### src/rtl/dmem_arbiter.sv
// Two-port arbiter in front of a shared data memory.
// m0 (CPU load/store) and m1 (loader/debug) are served round-robin, one access at a time:
// grant in IDLE, one memory strobe in ACCESS, one response pulse in RESP.
// Out-of-range, misaligned and unsupported-size accesses never reach the memory
// and are answered with err=1.
module dmem_arbiter #(
  parameter int unsigned MEM_SIZE = 4096
) (
  input  logic        clk,
  input  logic        rst_n,
  // Port 0: CPU
  input  logic        m0_req,
  input  logic        m0_we,
  input  logic [2:0]  m0_funct3,
  input  logic [31:0] m0_addr,
  input  logic [31:0] m0_wdata,
  output logic        m0_gnt,
  output logic        m0_rvalid,
  output logic [31:0] m0_rdata,
  output logic        m0_err,
  // Port 1: loader / debug
  input  logic        m1_req,
  input  logic        m1_we,
  input  logic [2:0]  m1_funct3,
  input  logic [31:0] m1_addr,
  input  logic [31:0] m1_wdata,
  output logic        m1_gnt,
  output logic        m1_rvalid,
  output logic [31:0] m1_rdata,
  output logic        m1_err,
  // Memory side
  output logic        mem_read,
  output logic        mem_write,
  output logic [2:0]  mem_funct3,
  output logic [31:0] mem_addr,
  output logic [31:0] mem_wdata,
  input  logic [31:0] mem_rdata
);

  typedef enum logic [1:0] {StIdle, StAccess, StResp} state_e;

  state_e      state_q;
  logic        prio_q;        // port that wins a tie: 0 = m0, 1 = m1
  logic        cmd_port_q;
  logic        cmd_we_q;
  logic        cmd_err_q;
  logic [2:0]  cmd_funct3_q;
  logic [31:0] cmd_addr_q;
  logic [31:0] cmd_wdata_q;

  logic        win0;
  logic        win1;
  logic        sel_we;
  logic [2:0]  sel_funct3;
  logic [31:0] sel_addr;
  logic [31:0] sel_wdata;
  logic [32:0] sel_last;      // last byte touched, one bit wider so it cannot wrap
  logic        sel_illegal;
  logic        strobe;
  logic [31:0] resp_data;

  // Pick the winner among the requesters and classify its command.
  always_comb begin
    win0       = m0_req & (~m1_req | ~prio_q);
    win1       = m1_req & ~win0;
    sel_we     = win1 ? m1_we     : m0_we;
    sel_funct3 = win1 ? m1_funct3 : m0_funct3;
    sel_addr   = win1 ? m1_addr   : m0_addr;
    sel_wdata  = win1 ? m1_wdata  : m0_wdata;

    sel_last = {1'b0, sel_addr};
    case (sel_funct3[1:0])
      2'b01:        sel_last = {1'b0, sel_addr} + 33'd1;
      2'b10, 2'b11: sel_last = {1'b0, sel_addr} + 33'd3;
      default:      ;
    endcase

    sel_illegal = (sel_last >= 33'(MEM_SIZE))
                | ((sel_funct3[1:0] == 2'b01) & sel_addr[0])
                | ((sel_funct3[1:0] == 2'b10) & (sel_addr[1:0] != 2'b00))
                | (sel_we & (sel_funct3 > 3'b010))
                | (~sel_we & ((sel_funct3 == 3'b011) | (sel_funct3[2:1] == 2'b11)));
  end

  // Grants are combinational and only offered while idle and out of reset.
  assign m0_gnt = rst_n & (state_q == StIdle) & win0;
  assign m1_gnt = rst_n & (state_q == StIdle) & win1;

  // Memory command comes only from the latched command; zero when no strobe.
  assign strobe     = (state_q == StAccess) & ~cmd_err_q;
  assign mem_read   = strobe & ~cmd_we_q;
  assign mem_write  = strobe & cmd_we_q;
  assign mem_funct3 = strobe ? cmd_funct3_q : 3'b000;
  assign mem_addr   = strobe ? cmd_addr_q   : 32'd0;
  assign mem_wdata  = strobe ? cmd_wdata_q  : 32'd0;

  // Only a legal load returns memory data; stores and rejected accesses return zero.
  assign resp_data = (cmd_we_q | cmd_err_q) ? 32'd0 : mem_rdata;

  // Arbitration FSM: latch the winner, run one memory cycle, pulse the response.
  always_ff @(posedge clk or negedge rst_n) begin
    if (!rst_n) begin
      state_q      <= StIdle;
      prio_q       <= 1'b0;
      cmd_port_q   <= 1'b0;
      cmd_we_q     <= 1'b0;
      cmd_err_q    <= 1'b0;
      cmd_funct3_q <= 3'b000;
      cmd_addr_q   <= 32'd0;
      cmd_wdata_q  <= 32'd0;
      m0_rvalid    <= 1'b0;
      m0_rdata     <= 32'd0;
      m0_err       <= 1'b0;
      m1_rvalid    <= 1'b0;
      m1_rdata     <= 32'd0;
      m1_err       <= 1'b0;
    end else begin
      unique case (state_q)
        StIdle: begin
          if (win0 | win1) begin
            state_q      <= StAccess;
            prio_q       <= win0;  // hand priority to the port that lost this round
            cmd_port_q   <= win1;
            cmd_we_q     <= sel_we;
            cmd_err_q    <= sel_illegal;
            cmd_funct3_q <= sel_funct3;
            cmd_addr_q   <= sel_addr;
            cmd_wdata_q  <= sel_wdata;
          end
        end
        StAccess: begin
          state_q <= StResp;
          if (cmd_port_q) begin
            m1_rvalid <= 1'b1;
            m1_rdata  <= resp_data;
            m1_err    <= cmd_err_q;
          end else begin
            m0_rvalid <= 1'b1;
            m0_rdata  <= resp_data;
            m0_err    <= cmd_err_q;
          end
        end
        StResp: begin
          state_q   <= StIdle;
          m0_rvalid <= 1'b0;
          m0_rdata  <= 32'd0;
          m0_err    <= 1'b0;
          m1_rvalid <= 1'b0;
          m1_rdata  <= 32'd0;
          m1_err    <= 1'b0;
        end
        default: state_q <= StIdle;
      endcase
    end
  end

endmodule

### config.mk
export PLATFORM = sky130hd
export DESIGN_NAME = dmem_arbiter
export DESIGN_NICKNAME = d
export VERILOG_FILES = /design/src/rtl/dmem_arbiter.sv
export SDC_FILE = /design/constraint.sdc
export NUM_CORES = 1
export LEC_CHECK = 0
export ABC_AREA = 1
export CAP_MARGIN = 5
export CORE_MARGIN = 5
export CORE_UTILIZATION = 64
export CTS_BUF_LIST = sky130_fd_sc_hd__clkbuf_2
export DETAILED_ROUTE_END_ITERATION = 7
export DONT_BUFFER_PORTS = 1
export GPL_TIMING_DRIVEN = 0
export PLACE_DENSITY = 0.79
export SYNTH_ARGS = -nofsm -noshare
export SYNTH_HDL_FRONTEND = slang
export SYNTH_SLANG_ARGS = --single-unit
### constraint.sdc
create_clock -name clk -period 3.15 [get_ports clk]
set_clock_uncertainty 0.1 [all_clocks]
set_input_delay 0.63 -clock clk [delete_from_list [all_inputs] [get_ports clk]]
set_output_delay 0.63 -clock clk [all_outputs]
set_load 0.02 [all_outputs]
Yosys cells after proc, flatten, opt, wreduce, memory -nomap -nowiden
Index checks and enable logic that the tools add are counted.
{"block": "word_totals", "ff_bits": 141, "latchBits": 0, "ramBits": 0, "romBits": 0, "n_memories": 0}
{"block": "classes", "n_addsub": 2, "mul": 0, "n_div": 0, "n_lt_le_gt_ge": 2, "n_eq_ne": 10, "shifts": 0, "n_mux": 23, "n_bitwise": 26, "n_reduce_logical": 7}
{"operator": "$mux W32", "count": 7}
{"operator": "$pmux W32 S2", "count": 2}
{"operator": "$pmux W33 S2", "count": 1}
{"operator": "$add A32 B1 Y33 const B", "count": 1}
{"operator": "$add A32 B2 Y33 const B", "count": 1}
{"operator": "$ge A33 B13 Y1 const B", "count": 1}
{"operator": "$and A1 B1 Y1", "count": 12}
{"operator": "$eq A2 B2 Y1 const B", "count": 4}
{"operator": "$or A1 B1 Y1", "count": 8}
{"operator": "$pmux W1 S2", "count": 4}
{"operator": "$mux W3", "count": 2}
{"operator": "$not A1 Y1", "count": 6}
{"operator": "$reduce_and A2 Y1", "count": 3}
{"operator": "$mux W1", "count": 5}
{"operator": "$eq A2 B1 Y1 const B", "count": 2}
{"operator": "$ne A2 B2 Y1 const B", "count": 2}
{"operator": "$pmux W2 S2", "count": 1}
{"operator": "$reduce_bool A2 Y1", "count": 2}
{"operator": "$eq A3 B2 Y1 const B", "count": 1}
{"operator": "$gt A3 B2 Y1 const B", "count": 1}
{"operator": "$logic_not A2 Y1", "count": 1}
{"operator": "$mux W2", "count": 1}
{"operator": "$ne A2 B1 Y1 const B", "count": 1}
{"operator": "$reduce_or A2 Y1", "count": 1}

Longest topological paths before layout
{"block": "depth", "word_depth": 14, "ltp_mapped": 24}

Worst setup path before layout
Ideal clock, no wire load.
{"block": "synth_timing", "path_type": "input port to flip-flop", "start": "input m1_req", "end": "register cmd_err_q", "arrival_ps": 2908, "setup_slack_ps": 25, "stages": 23, "path_cell_list": "buf_4 -> inv_2 -> a21oi_2 -> buf_4 -> buf_2 -> nand2_1 -> nand2_1 -> inv_1 -> fa_1 -> inv_1 -> nand2_1 -> nor2_1 -> nand2_1 -> nor2_2 -> nand2_1 -> o21ai_1 -> nand2_1 -> nor2_1 -> nand2_1 -> nor2_1 -> nand2_1 -> nand2_1 -> nand2_1"}
{"block": "synth_between", "elab_cells_between_ends": 32, "cone_classes": "add/sub (2); order compare (2); eq/ne (5); mux (4); bitwise (16); reduce/logical (3)"}
{"item": "from (decl)", "line": "22", "rtl": "input logic m1_req,"}
{"item": "$not A1 Y1", "line": "64", "rtl": "win0 = m0_req & (~m1_req | ~prio_q);"}
{"item": "$or A1 B1 Y1", "line": "64"}
{"item": "$and A1 B1 Y1", "line": "64"}
{"item": "$not A1 Y1", "line": "65", "rtl": "win1 = m1_req & ~win0;"}
{"item": "$and A1 B1 Y1 *", "line": "65"}
{"item": "$mux W32 *", "line": "68", "rtl": "sel_addr = win1 ? m1_addr : m0_addr;"}
{"item": "named net sel_addr[1]", "line": "55", "rtl": "logic [31:0] sel_addr;"}
{"item": "$add A32 B2 Y33 / $add A32 B1 Y33 (equally long branches)", "line": "74, 73"}
{"item": "$pmux W33 S2", "line": "72", "rtl": "case (sel_funct3[1:0])"}
{"item": "$ge A33 B13 Y1", "line": "78", "rtl": "sel_illegal = (sel_last >= 33'(MEM_SIZE))"}
{"item": "$or A1 B1 Y1", "line": "79", "rtl": "| ((sel_funct3[1:0] == 2'b01) & sel_addr[0])"}
{"item": "$or A1 B1 Y1 *", "line": "80", "rtl": "| ((sel_funct3[1:0] == 2'b10) & (sel_addr[1:0] != 2'b00))"}
{"item": "$or A1 B1 Y1 *", "line": "81", "rtl": "| (sel_we & (sel_funct3 > 3'b010))"}
{"item": "$or A1 B1 Y1 *", "line": "82", "rtl": "| (~sel_we & ((sel_funct3 == 3'b011) | (sel_funct3[2:1] == 2'b11)));"}
{"item": "to (signal assigned)", "line": "125", "rtl": "cmd_err_q <= sel_illegal;"}
{"item": "to (decl)", "line": "46", "rtl": "logic cmd_err_q;"}
The timed path passes the listed nets; every way through them passes the cells marked *.
A chain may end at the register's enable or synchronous reset.

Worst setup path after layout
{"block": "layout_timing", "start": "register prio_q", "end": "register cmd_err_q"}
{"block": "layout_between", "elab_chain_len": 14, "elab_cells_between_ends": 32, "cone_classes": "add/sub (2); order compare (2); eq/ne (5); mux (4); bitwise (16); reduce/logical (3)"}
{"item": "from (decl)", "line": "43", "rtl": "logic prio_q;"}
{"item": "from (signal assigned)", "line": "122", "rtl": "prio_q <= win0;"}
{"item": "$not A1 Y1 *", "line": "64"}
{"item": "$or A1 B1 Y1 *", "line": "64"}
{"item": "$and A1 B1 Y1 *", "line": "64"}
{"item": "$not A1 Y1 *", "line": "65"}
{"item": "$and A1 B1 Y1 *", "line": "65"}
{"item": "$mux W3 *", "line": "67", "rtl": "sel_funct3 = win1 ? m1_funct3 : m0_funct3;"}
{"item": "named net sel_funct3[1]", "line": "54", "rtl": "logic [2:0] sel_funct3;"}
{"item": "$eq A2 B2 Y1, on equally long branches", "line": "72, 80"}
{"item": "$reduce_or A2 Y1", "line": "72"}
{"item": "$pmux W33 S2", "line": "72"}
{"item": "$ge A33 B13 Y1", "line": "78"}
{"item": "$or A1 B1 Y1", "line": "79"}
{"item": "$or A1 B1 Y1", "line": "80"}
{"item": "$or A1 B1 Y1", "line": "81"}
{"item": "$or A1 B1 Y1 *", "line": "82"}
Marks and branches as above.

==> results.sh <==
export IMPL_fin_crit_ps=3130
export IMPL_numCtsBuffers=17
export IMPL_areaGrowthSynthToFinish_pct=17.4
export IMPL_cp_start_kind="flop"
export IMPL_yosysUniqueCellTypes=33
export IMPL_portBuffers=0
export IMPL_highest_layer="met4"
export IMPL_dp_hpwl_um=19600
export IMPL_cts_sinks=141
export IMPL_seqPwrFrac_pct=41.0
export IMPL_vdd_drop_max_mv=0.580
export IMPL_die_x_um=123
export IMPL_ys_warn_count=0
export IMPL_crit_type="flop to flop"
export IMPL_p_int_w=0.00480
export IMPL_syn_cell_area_um2=8150
export IMPL_pin_count=311
export IMPL_crit_required_ps=3720
export IMPL_maxSlewViolCount=0
export IMPL_ctsRootBufferMaster="clkbuf_2"
export IMPL_drive_gt1_share_pct=13.2
export IMPL_drcViolationCount=0
export IMPL_fillers=927
export IMPL_h_tree_depth=4
export IMPL_syn_inst=1105
export IMPL_antenna_left=0
export IMPL_wl_met2_um=13600
export IMPL_wl_met1_um=9990
export IMPL_gr_usage_all_layers_pct=36.9
export IMPL_avgRoutedWirePerCell_um=20.5
export IMPL_ys_ff_latch=141
export IMPL_cts_tree="yes"
export IMPL_p_per_area_nw_per_um2=951
export IMPL_clk_latency_ps=740
export IMPL_first_iter_violations=830
export IMPL_clock_fmax_mhz=320
export IMPL_dr_wl_met3_um=3600
export IMPL_placed_area_um2=8370
export IMPL_die_h_um=123
export IMPL_grt_pass1_vias=7898
export IMPL_start_util_pct=64.9
export IMPL_hold_slack_ps=-580
export IMPL_nets=1370
export IMPL_post_route_period_util_pct=99.3
export IMPL_syn_nets=1279
export IMPL_grt_max_degree=143
export IMPL_ys_seq_area_share_pct=43.3
export IMPL_hold_path_class="input pin to async pin"
export IMPL_rsz0062_at_grt="yes"
export IMPL_pwr_share_clk_pct=13.6
export IMPL_p_leak_nw=4.81
export IMPL_grt_pass1_wl_um=42200
export IMPL_tightest_slew_ps=695
export IMPL_netSwitchingFraction_pct=47.3
export IMPL_final_common_cell="nand2_1"
export IMPL_arrival_ps=3700
export IMPL_num_rows=41
export IMPL_switching_power_w=0.00431
export IMPL_cts_buffer_depth=2
export IMPL_status="finished, violations left"
export IMPL_routed_wl_um=28400
export IMPL_dr_total_vias=8115
export IMPL_antenna_found_initial=3
export IMPL_drv_cap=0
export IMPL_fp_coreArea_um2=12600
export IMPL_routed_via_density=5.86
export IMPL_first_pass_iters=6
export IMPL_layout_common_cells="283 x nand2_1, 156 x nor2_1, 147 x inv_1"
export IMPL_combPwrFrac_pct=45.3
export IMPL_slew_headroom_pct=53.2
export IMPL_violations="negative hold slack"
export IMPL_grt_ovfl_total=0
export IMPL_timing_hold_violations_final=141
export IMPL_path_max_fanout=10
export IMPL_final_util_pct=76.2
export IMPL_fp_dieArea_um2=15100
export IMPL_setup_viol=0
export IMPL_fin_area_um2=9580
export IMPL_gp_congestion=0.977
export IMPL_crit_path_end_kind="flop"
export IMPL_syn_area_per_cell_um2=7.38
export IMPL_path_clk_slew_ps=240
==> state kept, by name (all words and copies together), names as in the netlist <==
signal,flops
cmd_addr_q,32
cmd_wdata_q,32
m0_rdata,32
m1_rdata,32
cmd_funct3_q,3
state_q,2
cmd_err_q,1
cmd_port_q,1
cmd_we_q,1
m0_err,1
m0_rvalid,1
m1_err,1
m1_rvalid,1
prio_q,1
==> synthesized netlist by cell type <==
cell type	instances	area share (%)
nand2_1	287	13
nor2_1	172	7.9
inv_1	150	6.9
dfrtp_1	141	43
o21ai_0	87	5.3
mux2_2	64	8.8
nand3_1	42	2.6
clkbuf_1	32	1.5
nor3b_1	32	2.9
o22ai_1	32	2.5
buf_1	9	0.41
nand4_1	8	0.61
o21ai_1	8	0.49
buf_2	7	0.43
buf_4	4	0.37
nor2_2	4	0.31
a21oi_1	3	0.18
clkinv_1	3	0.14
nor3_1	3	0.18
buf_6	2	0.28
inv_2	2	0.092
nand2_2	2	0.15
a21oi_2	1	0.11
and2_1	1	0.077
and3_1	1	0.077
fa_1	1	0.25
ha_1	1	0.15
nand3b_1	1	0.092
nor3_2	1	0.12
o2111ai_1	1	0.11
o21ai_2	1	0.11
o21ai_4	1	0.20
xnor2_1	1	0.11
==> worst max-delay path, stage by stage, from the launching register on <==
cell     delay (ps)
dfrtp_2         490
o21ai_4         230
buf_6           150
buf_6           170
buf_8           170
o21ai_1         120
ha_1            330
nand3_1         100
nand2_1         100
nand2_1         110
nor2_2          210
nand3_1         110
nand2_1          90
nand3_1          60
nor2_1           90
nand2_1          80
nor2_1          130
nand2_1          90
nand2_1          60
nand2_1          50
==> metrics by stage <==
stage          TNS (ps)  setup slack [ps]  total power, W  hold slack [ps]  instances
2_1_floorplan         0              24.9         0.00622              234       1105
3_3_place_gp       -867              -578         0.00703              237       1277
3_5_place_dp       -894              -604         0.00716              237       1277
4_1_cts               0              4.60         0.00881             -597       1370
5_1_grt            -275              -236         0.00965             -665       1384
6_report              0              21.3         0.00911             -580       1384
==> kinds of logic after synthesis <==
group                    after synthesis  synth area share [%]
XOR/XNOR                               1                 0.107
AND/OR/NAND/NOR                      554                  28.3
AO/OA/AOI/OAI                        134                  8.99
multiplexers                          64                  8.84
buffers and inverters                209                  10.1
adder cells (fa/ha/maj)                2                 0.399
flip-flops                           141                  43.3
==> power groups by stage <==
stage / Combinational (W) / Clock, W / Sequential [W]
2_1_floorplan: 0.00265 / 0 / 0.00357
3_3_place_gp: 0.00331 / 0 / 0.00372
3_5_place_dp: 0.00340 / 0 / 0.00376
4_1_cts: 0.00384 / 0.00125 / 0.00372
5_1_grt: 0.00449 / 0.00134 / 0.00383
6_report: 0.00413 / 0.00124 / 0.00374
==> worst paths after layout <==
kind,end,startpoint,slack (ps),cells past startpoint
worst min register to register,cmd_err_q,cmd_err_q,410,2
min in group clk,cmd_addr_q[11],m1_addr[11],30,4
worst min-delay path,cmd_addr_q[9],rst_n,-580,0
max in group asynchronous,m1_rdata[6],rst_n,3260,0
worst max register to register,cmd_err_q,prio_q,20,19
worst max-delay path,cmd_err_q,prio_q,20,19
==> per-layer routing <==
metal  global-route usage [%]  vias to the layer above
li1                         -                     3672
met1                     42.9                     3793
met2                     61.2                      546
met3                     13.0                      104
met4                     17.4                        0
met5                        0                        -
==> cell type report <==
class | instances | area (um2) | share of cell area, %
antenna | 3 | 7.51 | 0.0784
buffer | 51 | 275 | 2.87
clock buffer | 18 | 90.1 | 0.941
clock inverter | 14 | 190 | 1.99
inverter | 155 | 582 | 6.08
multi-input combinational | 755 | 3960 | 41.3
sequential | 141 | 3530 | 36.9
tap | 172 | 215 | 2.25
timing repair buffer | 75 | 728 | 7.60
==> repair_timing <==
item                                    CTS  global route
pin swaps                                 4             6
buffers inserted                          3             9
gates resized for setup                  23            42
endpoints found under the hold margin   173           143
hold buffers                             61             2
endpoints found under the setup margin   28            51
(Power assumes the default switching activity.)
